File: src/rtl/cpu_trace_monitor.sv
// cpu_trace_monitor: records retired register writes, loads, stores and the final halt
// into a show-ahead trace FIFO, with drop, instruction and cycle counters.
module cpu_trace_monitor #(
  parameter int DATA_W     = 16,
  parameter int ADDR_W     = 16,
  parameter int REG_W      = 4,
  parameter int DEPTH      = 16,
  parameter int CNT_W      = 32,
  parameter int MAX_CYCLES = 100000
) (
  input  logic                     clk,
  input  logic                     rst,
  input  logic                     clear,
  input  logic                     reg_we,
  input  logic [REG_W-1:0]         reg_dst,
  input  logic [DATA_W-1:0]        reg_data,
  input  logic                     mem_en,
  input  logic                     mem_wr,
  input  logic [ADDR_W-1:0]        mem_addr,
  input  logic [DATA_W-1:0]        mem_wdata,
  input  logic [DATA_W-1:0]        mem_rdata,
  input  logic                     halt,
  input  logic                     rd_ready,
  output logic                     rd_valid,
  output logic [1:0]               rd_kind,
  output logic [ADDR_W-1:0]        rd_addr,
  output logic [DATA_W-1:0]        rd_data,
  output logic [$clog2(DEPTH):0]   fill,
  output logic                     overflow,
  output logic [CNT_W-1:0]         drop_count,
  output logic [CNT_W-1:0]         inst_count,
  output logic [CNT_W-1:0]         cycle_count,
  output logic                     done,
  output logic                     timeout
);
  localparam int PW = $clog2(DEPTH);
  typedef enum logic [1:0] {RUN, FLUSH, DONE} state_t;
  state_t state;
  logic [1:0]        kindMem [DEPTH];
  logic [ADDR_W-1:0] addrMem [DEPTH];
  logic [DATA_W-1:0] dataMem [DEPTH];
  logic [PW-1:0]     wrPtr, rdPtr, wrPtrNext;
  logic [1:0]        nEv, kind0, memKind;
  logic [ADDR_W-1:0] addr0;
  logic [DATA_W-1:0] data0, memData;
  logic              running, flushing, drop, push, pop, instInc;
  logic [PW:0]       freeSpace, pushCnt;
  logic [CNT_W:0]    dropSum;

  // The first slot holds REG (or the lone memory event, or HALT); the second is always memory.
  always_comb begin
    running   = state == RUN;
    flushing  = state == FLUSH;
    nEv       = running ? 2'(reg_we) + 2'(mem_en) : {1'b0, flushing};
    memKind   = mem_wr ? 2'b10 : 2'b01;
    memData   = mem_wr ? mem_wdata : mem_rdata;
    kind0     = flushing ? 2'b11 : reg_we ? 2'b00 : memKind;
    addr0     = flushing ? '0 : reg_we ? ADDR_W'(reg_dst) : mem_addr;
    data0     = flushing ? DATA_W'(inst_count) : reg_we ? reg_data : memData;
    freeSpace = (PW+1)'(DEPTH) - fill;
    drop      = (PW+1)'(nEv) > freeSpace;
    push      = nEv != 2'd0 && !drop;
    pushCnt   = push ? (PW+1)'(nEv) : '0;
    pop       = rd_valid && rd_ready;
    wrPtrNext = wrPtr + 1'b1;
    dropSum   = {1'b0, drop_count} + (CNT_W+1)'(nEv);
    instInc   = running && (reg_we || (mem_en && mem_wr) || halt);
  end

  assign rd_valid = fill != '0;
  assign rd_kind  = rd_valid ? kindMem[rdPtr] : '0;
  assign rd_addr  = rd_valid ? addrMem[rdPtr] : '0;
  assign rd_data  = rd_valid ? dataMem[rdPtr] : '0;

  always_ff @(posedge clk) begin
    if (push && !clear && !rst) begin
      kindMem[wrPtr] <= kind0;
      addrMem[wrPtr] <= addr0;
      dataMem[wrPtr] <= data0;
      if (nEv == 2'd2) begin
        kindMem[wrPtrNext] <= memKind;
        addrMem[wrPtrNext] <= mem_addr;
        dataMem[wrPtrNext] <= memData;
      end
    end
  end

  always_ff @(posedge clk or posedge rst) begin
    if (rst) begin
      state       <= RUN;
      wrPtr       <= '0;
      rdPtr       <= '0;
      fill        <= '0;
      overflow    <= 1'b0;
      drop_count  <= '0;
      inst_count  <= '0;
      cycle_count <= '0;
      done        <= 1'b0;
      timeout     <= 1'b0;
    end else if (clear) begin
      state       <= RUN;
      wrPtr       <= '0;
      rdPtr       <= '0;
      fill        <= '0;
      overflow    <= 1'b0;
      drop_count  <= '0;
      inst_count  <= '0;
      cycle_count <= '0;
      done        <= 1'b0;
      timeout     <= 1'b0;
    end else begin
      if (push) wrPtr <= wrPtr + PW'(nEv);
      if (pop) rdPtr <= rdPtr + 1'b1;
      fill <= fill + pushCnt - (PW+1)'(pop);
      if (drop) begin
        overflow   <= 1'b1;
        drop_count <= dropSum[CNT_W] ? '1 : dropSum[CNT_W-1:0];
      end
      if (instInc && inst_count != '1) inst_count <= inst_count + 1'b1;
      if ((running || flushing) && cycle_count != '1) cycle_count <= cycle_count + 1'b1;
      if (running && halt) state <= FLUSH;
      else if (running && cycle_count == CNT_W'(MAX_CYCLES - 1)) begin
        state   <= DONE;
        timeout <= 1'b1;
        done    <= 1'b1;
      end else if (flushing) begin
        state <= DONE;
        done  <= 1'b1;
      end
    end
  end
endmodule

File: config.mk
export PLATFORM = sky130hd
export DESIGN_NAME = cpu_trace_monitor
export DESIGN_NICKNAME = d
export VERILOG_FILES = /design/src/rtl/cpu_trace_monitor.sv
export SDC_FILE = /design/constraint.sdc
export NUM_CORES = 1
export LEC_CHECK = 0
export BUFFER_PORTS_ARGS = -buffer_cell sky130_fd_sc_hd__buf_2
export CAP_MARGIN = 20
export CORE_UTILIZATION = 30
export CTS_CLUSTER_SIZE = 14
export DETAILED_ROUTE_END_ITERATION = 7
export PLACE_DENSITY = 0.53
export SYNTH_ARGS = -nofsm -noshare
export SYNTH_HDL_FRONTEND = slang
export SYNTH_SLANG_ARGS = --single-unit
File: constraint.sdc
create_clock -name clk -period 10.8 [get_ports clk]
set_input_delay 2.16 -clock clk [delete_from_list [all_inputs] [get_ports clk]]
set_output_delay 2.16 -clock clk [all_outputs]
set_load 0.03 [all_outputs]
==> results.md, run 1 <==
- P&R area growth vs syn: 15.7%
- Die Height: 337 um
- IO Count: 215
- Worst-margin pin slew: about 1.0 ns
- Starting Density: 30.4%
- Die width: 337 um
- RSZ-0062 raised after global routing: no
- Finished Layout Cells: roughly 4,400
- Syn_nets: 2,776
- Critical Path Start Type: register
- Share of flip-flops with an asynchronous set or reset: 17.3%
- Post-CTS Hold Buffers: 0
- TritonCTS clock tree: yes
- DIE AREA: 114,000 um^2
- VDD IR-drop max: between 0.0001 and 0.00015 V
- Maximum clock frequency: 0.160 GHz
- Quantity of I/O buffers inserted on ports: 214
- Router iterations before antenna repair: 5
- Sw Pwr: 2290 uW
- Max-Slew Margin vs Limit: 30.2%
- Max-cap viol count: 0
- Setup tns final: 0 ns
- Routed len/inst: 23.8 um
- Internal: between 5000 and 6000 uW
- Critical path peak fanout: 41
- Synth Instances: 2,678
- Post-route ant nets: 0
- First-pass GRT wire length: roughly 150 mm
- Postcts setup bufs: 0
- RePlAce Congestion: approximately 0.81
- Avg Cell Area, Syn: around 13 um^2
- FP Rows: 122
- Hold path startpoint: overflow
- Largest net degree at the start of global routing: between 80 and 90
- Final Cycle Share: 57.7%
- P_leak: 0.0141 uW
- Routed via count: 22,600
- Sequential share of the synthesized area: 56.9%
- Post-CTS sizing: 0
- Yosys top cell by area: edfxtp_1
- Overflow after GRT: 0
- Reg2Reg Capture Point: addrMem[12][9]
- Sink Count: 658
- DR vias/cell: 5.19
- DRT iter0 DRCs: 2,083
- Area fraction of the dominant cell type after synthesis: between 40% and 50%
- Clock Power Share: 36.0%
- Drt drc: 0
- Later-pin clock latency in the skew report: 0.64 ns
- Initial antenna violation count: 10
- Min Clock Period, post-route: a little over 6 ns
- Most instantiated cells after synthesis: edfxtp_1 (544), nor2_1 (312), a21oi_1 (274)
- YS warnings: 0
- HPWL Detailed: 61.3 mm
- Dominant synthesized flop cell: edfxtp_1
- Hold Fails Final Rpt: 0
- Wl on met1: approximately 44 mm
- Clk_skew: roughly 0.025 ns
- EDFF count, synth: 544
- Routed wl met3: between 6 and 7 mm
- Power, Total: 7430 uW
- Pwr dens: 191 nW/um^2
- Met2 Routed Length: 50.7 mm
- Gate power share: 24.2%
- Placed Instances: between 4,000 and 5,000
- Total GRT Usage: 18.2%
- CTS Buf Count: 78
- Vias in the first global route: 22,300
- CP Capture Type: output port
- Top layer in use: met4
- Outcome: completed
- Reg2reg path depth: 8
- Hold Crit Class: reg2reg
- Slew Viols, Final: 0
- CP Class: reg2out
- Sw frac: 30.8%
- Core Box Area: roughly 110,000 um^2
- Hold Path End: overflow
- Cell variety after synth: 67
- Htree depth: 3
- WP data arrival: 4.08 ns
- Number of synthesized register bits: between 600 and 700
- R2R Path Start: state[1]
- Clk slew on worst S/H paths: 0.06 ns
- Area contributors post-synth: edfxtp_1 (48%), mux4_2 (11%), dfrtp_1 (8.5%)
- CTS Root Cell: clkbuf_16
- Top-count cell post-synth: edfxtp_1
- CTS max path bufs: 3
- Post-Syn Area: 33,700 um^2
- CP Data Required Time: 8.64 ns
- Drt total wl: 104 mm
- Flop pwr share: a little under 40%
- Setup violations, final: 0
- Layout cell share with drive strength beyond 1: 23.6%
- Worst R2R Setup Slack: 5.87 ns
- WHS Path Cells: 2
- Nets: 2,907
==> state kept, by name, summed over array words and instances (netlist names) <==
signal       cells
wrPtr            4
state            2
timeout          1
inst_count      32
cycle_count     32
addrMem        256
fill             5
kindMem         32
dataMem        256
drop_count      32
overflow         1
rdPtr            4
done             1
==> worst max path at each step <==
stage / from / to
2_1_floorplan: reg_we / addrMem[11][0]
3_3_place_gp: reg_we / addrMem[12][11]
3_5_place_dp: reg_we / addrMem[12][15]
4_1_cts: rdPtr[0] / rd_addr[3]
5_1_grt: rdPtr[0] / rd_addr[2]
6_report: rdPtr[0] / rd_addr[2]
==> power groups by stage <==
stage	combinational, uW	sequential (uW)	clock (uW)
after floorplan	1310	2960	0
after global routing	1970	2970	2820
after CTS	1840	2960	2720
after detailed placement	1830	3010	0
final	1800	2960	2670
after global placement	1820	3010	0
==> layer usage <==
metal  up-vias  track usage, %
met3       157            2.78
met2       738            30.4
met5         -               0
met1     11400            24.4
li1      10300               -
met4         0            5.51
==> critical path, cell delays in order, from the launching register on <==
cell and delay, ns:
dfrtp_4 1.01, buf_4 0.81, mux4_2 0.61, mux4_2 0.54
and2_1 0.19, buf_2 0.17
==> cell type report <==
class                   count  area [um^2]
flip-flops and latches    658        19200
clock inverters            46          536
well taps                1488         1860
clock buffers              91         2020
repair buffers            292         1660
fillers                 10900        72000
diodes                      4         10.0
multi-input cells        1733        13500
inverters                  46          175
==> cells in the final DEF, fill, tap and decap left out, drive strengths merged, types with 17 or more instances in the layout <==
master | synthesis | routed
a21o | 19 | 19
a21oi | 274 | 274
and2 | 242 | 242
and4 | 21 | 21
buf | 83 | 292
clkbuf | 158 | 91
clkinv | 1 | 28
dfrtp | 114 | 114
edfxtp | 544 | 544
ha | 19 | 19
inv | 45 | 50
mux2 | 42 | 42
mux2i | 103 | 103
mux4 | 170 | 170
nand2 | 105 | 105
nand2b | 18 | 18
nand3 | 27 | 27
nand4 | 22 | 22
nor2 | 312 | 312
nor3 | 37 | 37
nor4 | 38 | 38
o21ai | 66 | 66
or3 | 17 | 17
xnor2 | 27 | 27
==> kinds of logic (layout without fill, tap and decap cells) <==
| logic type | count (synthesis) | in the layout | synth area share [%] |
|---|---|---|---|
| compound gates | 456 | 456 | 8.05 |
| buf+inv | 287 | 475 | 3.48 |
| xor+xnor | 43 | 43 | 1.12 |
| simple gates | 897 | 897 | 13.7 |
| flops | 658 | 658 | 56.9 |
| fa+ha+maj | 22 | 22 | 0.883 |
| mux | 315 | 315 | 15.8 |
| other cells | 0 | 4 | 0 |
==> through the flow <==
step	area, um^2	setup WS (ns)	hold WS, ns	util [%]
3_5_place_dp	36400	3.88	0.494	32.8
6_report	39000	4.56	0.512	35.1
2_1_floorplan	33700	2.81	0.580	-
4_1_cts	39000	4.42	0.518	35.1
3_3_place_gp	36400	4.03	0.477	32.8
5_1_grt	39000	4.30	0.539	35.1
(Power assumes the default switching activity.)
==> run 2, diff against run 1 <==
==> constraint.sdc (replaced) <==
create_clock -name clk -period 6.25 [get_ports clk]
set_input_delay 1.25 -clock clk [delete_from_list [all_inputs] [get_ports clk]]
set_output_delay 1.25 -clock clk [all_outputs]
set_load 0.03 [all_outputs]
==> run 2 against run 1 <==
Via count increased by 0.31%. Largest power group unchanged. Critical endpoint is now rd_addr[7]. Highest routed layer unchanged. Clock-buffer cell count up 3. Design area decreased by 0.23%. Setup slack got worse by 3.1 ns.
==> results.md, run 2 (same netlist as run 1, synthesis figures left out) <==
- Largest net degree at the start of global routing: 82 (unchanged)
- CP max-delay cell: dfrtp_4
- Clock Power Share: 35.2% (-0.8 points)
- CP Data Required Time: 5.00 ns (-3.64 ns)
- Vias in the first global route: 22,400 (+0.40%)
- Regs by FF count: addrMem x256, dataMem x256
- Most common cell after layout, fill and taps aside: edfxtp_1
- Overflow after GRT: 0 (unchanged)
- Gate power share: 24.8% (+0.6 points)
- Total GRT Usage: 18.8% (+0.56 points)
- Reg2reg path depth: 9 (+1)
- R2R Path Start: state[1]
- Core Box Area: 111,000 um^2 (unchanged)
- Critical Path Start Type: register
- Htree depth: 3 (unchanged)
- Post-route ant nets: 0 (unchanged)
- RePlAce Congestion: 0.807 (-0.17%)
- Max-cap viol count: 0 (unchanged)
- Router iterations before antenna repair: 5 (unchanged)
- Power, Total: 12,700 uW (+71%)
- VDD IR-drop max: 0.000178 V (+50%)
- FP Rows: 122 (unchanged)
- Hold Fails Final Rpt: 0 (unchanged)
- Sw frac: 30.9% (+0.13 points)
- Min Clock Period, post-route: between 4 and 5 ns
- Die Height: 337 um (unchanged)
- Internal: 8800 uW (+71%)
- Pwr dens: 327 nW/um^2 (+72%)
- Routed via count: 22,700 (+0.31%)
- Fill cell count: 10,900 (+0.33%)
- Outcome: completed
- Initial antenna violation count: 5 (-5)
- Sw Pwr: 3940 uW (+72%)
- Drt drc: 0 (unchanged)
- Max-Slew Margin vs Limit: 30.2% (about the same)
- Setup crit start: rdPtr[0]
- P&R area growth vs syn: 15.4%
- Routed len/inst: 24.5 um (+3.0%)
- Most frequent cells in the layout: edfxtp_1 (544), nor2_1 (311), a21oi_1 (272)
- DR vias/cell: 5.21 (+0.37%)
- Setup violations, final: 0 (unchanged)
- P_leak: 0.0140 uW (-0.28%)
- Slew Viols, Final: 0 (unchanged)
- Crit path cell chain: buf_4 > mux4_2 > mux4_2 > and2_1 > buf_2
- Post-CTS Hold Buffers: 0 (unchanged)
- Later-pin clock latency in the skew report: 0.64 ns (about the same)
- Starting Density: 30.4% (unchanged)
- Sink Count: 658 (unchanged)
- RSZ-0062 raised after global routing: no
- CP max stage delay: 0.91 ns (-0.10 ns)
- Hold_ws: 0.508 ns (-0.00412 ns)
- Critical path peak fanout: 32 (-22%)
- Clk slew on worst S/H paths: 0.06 ns (about the same)
- Clk_skew: 0.0211 ns (-0.00349 ns)
- CP Class: reg2out
- Layout cell share with drive strength beyond 1: 23.4% (-0.21 points)
- Hold path startpoint: timeout
- Quantity of I/O buffers inserted on ports: 214 (unchanged)
- HPWL Detailed: 64.0 mm (+4.4%)
- Hold Crit Class: reg2reg
- Post-CTS sizing: 0 (unchanged)
- Most used cell, CP: mux4_2
- Drt total wl: 107 mm (+2.9%)
- First-pass GRT wire length: 157 mm (+2.2%)
- Die width: 337 um (unchanged)
- Final Cycle Share: 77.2%
- Postcts setup bufs: 0 (unchanged)
- WHS Path Cells: 2 (unchanged)
- CTS Buf Count: 75 (-3.8%)
- DRT iter0 DRCs: 1,999 (-4.0%)
- CTS max path bufs: 3 (unchanged)
- Nets: 2,904 (-0.10%)
- WP data arrival: 3.58 ns (-0.50 ns)
- Flop pwr share: 40.1% (+0.3 points)
- Worst-margin pin slew: 1.05 ns (-0.0000834 ns)
- DIE AREA: 114,000 um^2 (unchanged)
- Maximum clock frequency: 0.207 GHz
- IO Count: 215 (unchanged)
- CTS Root Cell: clkbuf_16
- CP Capture Type: output port
- TritonCTS clock tree: yes
## run 2: worst max-delay path: cells and delay by family (launching register included)
kind                   cells  cell delay (ns)
AND/OR/NAND/NOR            1             0.18
flip-flops                 1             0.91
multiplexers               2             1.14
buffers and inverters      2             0.67
## run 2: per-layer routing
layer | vias up | global-route usage, % | part of all wire, %
li1 | 10300 | - | -
met1 | 11500 | 25.3 | 43
met2 | 757 | 31.3 | 49
met3 | 136 | 3.12 | 6.3
met4 | 0 | 4.88 | 2.4
met5 | - | 0 | 0
## run 2: power groups by stage
stage	logic, uW	clock network [uW]	registers (uW)
global placement	3180	0	5200
CTS	3220	4570	5110
floorplan	2260	0	5120
global route	3440	4730	5120
detailed placement	3200	0	5190
finish	3150	4480	5100
## run 2: through the flow
| step | setup slack (ns) | TNS (ns) | area [um^2] | std cells | utilization, % |
|---|---|---|---|---|---|
| floorplan | -0.834 | -189.43 | 33700 | 2678 | - |
| global placement | 1.27 | 0 | 36400 | 4216 | 32.8 |
| detailed placement | 1.29 | 0 | 36500 | 4217 | 32.9 |
| CTS | 1.33 | 0 | 38900 | 4350 | 35.0 |
| global route | 1.24 | 0 | 38900 | 4351 | 35.0 |
| finish | 1.42 | 0 | 38900 | 4355 | 35.0 |
## run 2: final cells by class
type / count / area (um^2) / area share (%)
flip-flops and latches: 658 / 19200 / 49.4
multi-input cells: 1733 / 13500 / 34.8
clock buffers: 94 / 2000 / 5.14
well taps: 1488 / 1860 / 4.79
repair buffers: 292 / 1700 / 4.36
clock inverters: 39 / 425 / 1.09
inverters: 46 / 175 / 0.450
diodes: 5 / 12.5 / 0.0322
## run 2: worst paths after layout
kind                                  endpoint  slack (ns)
worst max register to register   addrMem[9][5]        1.82
worst max-delay path                rd_addr[7]        1.42
max in group asynchronous             rdPtr[2]        4.14
worst min-delay path                   timeout        0.51
worst min register to register         timeout        0.51
min in group asynchronous       drop_count[28]        0.82
